**src/rtl/green_pixel_tagger.sv**
```systemverilog
// Camera front end: assembles RGB565 pixels from the vsync/href byte stream,
// tracks pixel coordinates and tags green pixels for the centroid stage.
module green_pixel_tagger #(
    parameter int H_ACTIVE = 640,
    parameter int V_ACTIVE = 480,
    parameter int G_MIN    = 12,
    parameter int MARGIN   = 4
) (
    input  logic        clk,
    input  logic        reset,
    input  logic        enable,
    input  logic        vsync,
    input  logic        href,
    input  logic [7:0]  data,
    output logic [15:0] rgb565,
    output logic        pixel_valid,
    output logic [9:0]  x_pos,
    output logic [9:0]  y_pos,
    output logic        eh_verde,
    output logic        frame_start,
    output logic        frame_done,
    output logic        overflow
);

    localparam logic [9:0] H_MAX  = 10'(H_ACTIVE);
    localparam logic [9:0] V_MAX  = 10'(V_ACTIVE);
    localparam logic [5:0] G_MIN6 = 6'(G_MIN);
    localparam logic [5:0] MARG6  = 6'(MARGIN);

    logic       phase;
    logic [7:0] hi_byte;
    logic [9:0] col;
    logic [9:0] row;
    logic       vsync_q;
    logic       href_q;

    logic        href_eff;
    logic        vsync_rise;
    logic        vsync_fall;
    logic        href_fall;
    logic [15:0] pixel;
    logic [5:0]  r6;
    logic [5:0]  g6;
    logic [5:0]  b6;
    logic        is_green;

    // href has no meaning during vertical blanking, so mask it before edge detection.
    assign href_eff   = href & ~vsync;
    assign vsync_rise = vsync & ~vsync_q;
    assign vsync_fall = ~vsync & vsync_q;
    assign href_fall  = href_q & ~href_eff;

    assign pixel    = {hi_byte, data};
    assign r6       = {1'b0, pixel[15:11]};
    assign g6       = {1'b0, pixel[10:6]};
    assign b6       = {1'b0, pixel[4:0]};
    assign is_green = enable && (g6 >= G_MIN6) && (g6 >= r6 + MARG6) && (g6 >= b6 + MARG6);

    // Output stream is valid-only (no ready): pixel_valid is a one-cycle strobe and
    // rgb565/x_pos/y_pos/eh_verde are meaningful in exactly that cycle; the
    // consumer must take every strobe since nothing can stall the camera.
    always_ff @(posedge clk or posedge reset) begin
        if (reset) begin
            phase       <= 1'b0;
            hi_byte     <= 8'd0;
            col         <= 10'd0;
            row         <= 10'd0;
            vsync_q     <= 1'b0;
            href_q      <= 1'b0;
            rgb565      <= 16'd0;
            pixel_valid <= 1'b0;
            x_pos       <= 10'd0;
            y_pos       <= 10'd0;
            eh_verde    <= 1'b0;
            frame_start <= 1'b0;
            frame_done  <= 1'b0;
            overflow    <= 1'b0;
        end else begin
            vsync_q     <= vsync;
            href_q      <= href_eff;
            frame_done  <= vsync_rise;
            frame_start <= vsync_fall;
            pixel_valid <= 1'b0;
            eh_verde    <= 1'b0;
            if (vsync_rise) begin
                col   <= 10'd0;
                row   <= 10'd0;
                phase <= 1'b0;
                x_pos <= 10'd0;
                y_pos <= 10'd0;
            end else if (href_eff) begin
                if (!phase) begin
                    hi_byte <= data;
                    phase   <= 1'b1;
                end else begin
                    phase <= 1'b0;
                    if (col < H_MAX && row < V_MAX) begin
                        rgb565      <= pixel;
                        x_pos       <= col;
                        y_pos       <= row;
                        pixel_valid <= 1'b1;
                        eh_verde    <= is_green;
                        col         <= col + 10'd1;
                    end else begin
                        // col can only reach H_MAX, so it stays saturated here.
                        overflow <= 1'b1;
                    end
                end
            end else begin
                phase <= 1'b0;
                if (href_fall) begin
                    col <= 10'd0;
                    if (row < V_MAX) begin
                        row <= row + 10'd1;
                    end
                end
            end
        end
    end

endmodule
```
**config.mk**
```make
export PLATFORM = sky130hd
export DESIGN_NAME = green_pixel_tagger
export DESIGN_NICKNAME = d
export VERILOG_FILES = /design/src/rtl/green_pixel_tagger.sv
export SDC_FILE = /design/constraint.sdc
export NUM_CORES = 1
export LEC_CHECK = 0
export CELL_PAD_IN_SITES_DETAIL_PLACEMENT = 1
export CELL_PAD_IN_SITES_GLOBAL_PLACEMENT = 1
export CORE_ASPECT_RATIO = 1.1
export CORE_MARGIN = 2
export CORE_UTILIZATION = 44
export DETAILED_ROUTE_END_ITERATION = 8
export PLACE_DENSITY = 0.87
export SYNTH_ARGS = -nofsm -noshare
export SYNTH_HDL_FRONTEND = slang
export SYNTH_SLANG_ARGS = --single-unit
```
**constraint.sdc**
```tcl
create_clock -name clk -period 7.6 [get_ports clk]
set_input_delay 1.9 -clock clk [delete_from_list [all_inputs] [get_ports clk]]
set_output_delay 1.9 -clock clk [all_outputs]
set_load 0.05 [all_outputs]
```
==> results.toml <==
[status]
status = "finished, final reports clean"

[timing]
rsz0062_at_grt = "false"
finalHoldViolCount = 0
min_period_ns = 4.25
setup_viol = 0
tns_ns = 0
fmax_mhz = 235
finalMaxSlewViolations = 0
period_share_pct = 55.9
worst_pin_slew_ns = 1.04
fin_skew_ns = 0.00776
maxSlewHeadroom_pct = 30.7

[critical_path]
path_buf_inv = 4
reg2reg_slack_ns = 5.06
slowest_stage = "inv_1"
setup.worst_path.class = "primary input to flop"
path_cells = "clkdlybuf4s50_1, nand2b_1, inv_1, nand4_1, buf_4, inv_1, nand4_1, nor3_1"
cpLargestDelayFamily = "buffers and inverters"
crit_required_ns = 7.84
max_stage_delay_ns = 0.81
end_kind = "flop"
arrival_ns = 4.49
startpoint_type = "primary input"
critPathMaxFanout = 42

[floorplan]
dieArea_um2 = 7940
pin_count = 54
core_um2 = 7010
rows = 32
die_x_um = 85.1
die_h_um = 93.2
initial_core_util_pct = 45.5

[cells_and_area]
insertedDiodeCount = 0
num-nets-final = 404
multi_input_area_um2 = 1290
design_area_um2 = 4010
syn2layout_area_growth_pct = 25.8
drive_above_1_share_pct = 8.38
fillers = 780
register_area_um2 = 1800

[global_route]
antenna_found_initial = 0
grt_start_max_net_pins = 73
grt_pass1_wl_um = 12800
track_usage_pct = 20.7
overflow = 0
grt_pass1_vias = 2630

[drt]
wl_met3_um = 259
wl_met1_um = 3350
drt-total-wl_um = 7680
drt-initial-drc-count = 74
wl_met2_um = 3920
maxUsedRoutingLayer = "met4"
first_pass_iters = 6
ant_nets = 0
drcViolationCount = 0
vias = 2504
wl_per_cell_um = 16.4
viasPerCell = 5.36

[clock_tree]
cts_tree = "yes"
cts_buffer_depth = 2
cts-root-buf = "clkbuf_8"
cts_sinks = 72
insertion_delay_ns = 0.34
postCtsSetupRepairBufs = 0
path_clk_slew_ns = 0.07
h-tree-depth = 3
cts_made_buffers = 9
cts-resized-gates = 0
cts_hold_buf = 0

[yosys]
syn-cell-area_um2 = 3190
ys_ff_latch = 72
syn_inst = 321
synth_edf_count = 0
ys_warn_count = 0
synth_fp_nets = 348
synthDistinctLibCells = 35
ys.flop_type = "dfrtp_1"
seq_area_frac_synth_pct = 56.6
async_flop_share_pct = 100
synth.avg_cell_area_um2 = 9.92

[flow_run]
drv_cap = 0

[pwr]
pwr-share-clk_pct = 33.1
power_switching_share_pct = 32.1
total_power_w = 0.00102
p_per_area_nw_per_um2 = 254
combPwrFrac_pct = 22.6
p_sw_w = 0.000327
peakVddDrop_mv = 0.163
p_int_w = 0.000692
cellLeakagePower_nw = 1.93
seqPwrFrac_pct = 44.4

[min_path]
hp-class = "flop to flop"

[placed_design]
portBuffers = 53
gp_congestion = 0.796
dpl.hpwl_um = 5070
place_area_um2 = 3790
## worst paths after layout
kind / cells past startpoint / start / end
worst max register to register: 6 / row[5] / eh_verde
worst min register to register: 2 / rgb565[9] / rgb565[9]
max in group asynchronous: 3 / reset / y_pos[8]
worst min-delay path: 2 / rgb565[9] / rgb565[9]
min in group asynchronous: 3 / reset / rgb565[5]
worst max-delay path: 8 / vsync / eh_verde
## area by class of cell
class / count / area share, %
clock buffers: 10 / 3.43
clock inverters: 6 / 2.06
inverters: 13 / 1.22
multi-input cells: 226 / 32.1
flip-flops and latches: 72 / 44.9
well taps: 85 / 2.65
repair buffers: 55 / 13.6
## cells by family (layout without fill, tap and decap cells)
group	Yosys count	after routing	synth area share, %
adder cells (fa/ha/maj)	14	14	5.50
AND/OR/NAND/NOR	159	159	22.3
XOR/XNOR	14	14	3.85
buffers and inverters	23	84	3.06
AO/OA/AOI/OAI	31	31	5.85
multiplexers	8	8	2.83
flip-flops	72	72	56.6
## worst min-delay path, delay by kind of cell, from the launching register on
kind / cells / cell delay, ns
flip-flops: 1 / 0.34
AND/OR/NAND/NOR: 2 / 0.11
## through the flow
| stage | utilization [%] | setup slack (ns) | std cells | hold slack (ns) |
|---|---|---|---|---|
| floorplan | - | 3.88 | 321 | 0.455 |
| global placement | 54.1 | 3.27 | 451 | 0.469 |
| detailed placement | 54.1 | 3.06 | 451 | 0.466 |
| CTS | 57.2 | 3.37 | 467 | 0.485 |
| global route | 57.2 | 3.09 | 467 | 0.505 |
| finish | 57.2 | 3.35 | 467 | 0.479 |
## registers in the layout (all words and copies together) (netlist names), 8 cells and up
name     cells
x_pos       10
row         10
rgb565      16
y_pos       10
col         10
hi_byte      8
## synthesized netlist by cell type (2+ instances only)
cell | number | area (um2)
and3_1 | 5 | 31.3
xor2_1 | 3 | 26.3
buf_2 | 3 | 15.0
nor3_1 | 6 | 30.0
ha_1 | 14 | 175
nor4_1 | 2 | 12.5
inv_1 | 12 | 45.0
xnor2_1 | 11 | 96.3
mux2_2 | 8 | 90.1
a31oi_1 | 2 | 12.5
o21ai_0 | 12 | 60.1
clkbuf_1 | 6 | 22.5
o21a_1 | 2 | 15.0
nand4_1 | 5 | 31.3
nor2_1 | 16 | 60.1
nand2_1 | 87 | 327
nand2b_1 | 3 | 18.8
dfrtp_1 | 72 | 1800
nand3_1 | 27 | 135
or3_1 | 2 | 12.5
a21oi_1 | 9 | 45.0
## power groups by stage
stage                     clock, W  combinational (W)  sequential (W)
after CTS                 0.000345           0.000232        0.000453
after floorplan                  0          0.0000763        0.000528
after detailed placement         0           0.000229        0.000459
after global routing      0.000363           0.000250        0.000457
after global placement           0           0.000221        0.000457
final                     0.000337           0.000230        0.000452
## routing by layer
metal / track usage, % / up-vias
met1: 25.8 / 1260
met2: 34.8 / 52
met3: 5.30 / 12
met4: 7.54 / 0
li1: - / 1180
met5: 0 / -
## layout by cell type (no fill, tap or decap), types with 2 or more instances in the layout
master / instances
clkinv_2: 3
clkbuf_8: 10
mux2_2: 8
ha_1: 14
nand2_1: 87
bufinv_16: 2
clkdlybuf4s50_1: 53
nor3_1: 6
a21oi_1: 9
nand4_1: 5
o21ai_0: 12
buf_4: 2
nor4_1: 2
a31oi_1: 2
xor2_1: 3
inv_1: 11
nand2b_1: 3
or3_1: 2
xnor2_1: 11
dfrtp_1: 72
and3_1: 5
o21a_1: 2
nor2_1: 16
nand3_1: 27
Power figures use the tool's default switching activity.
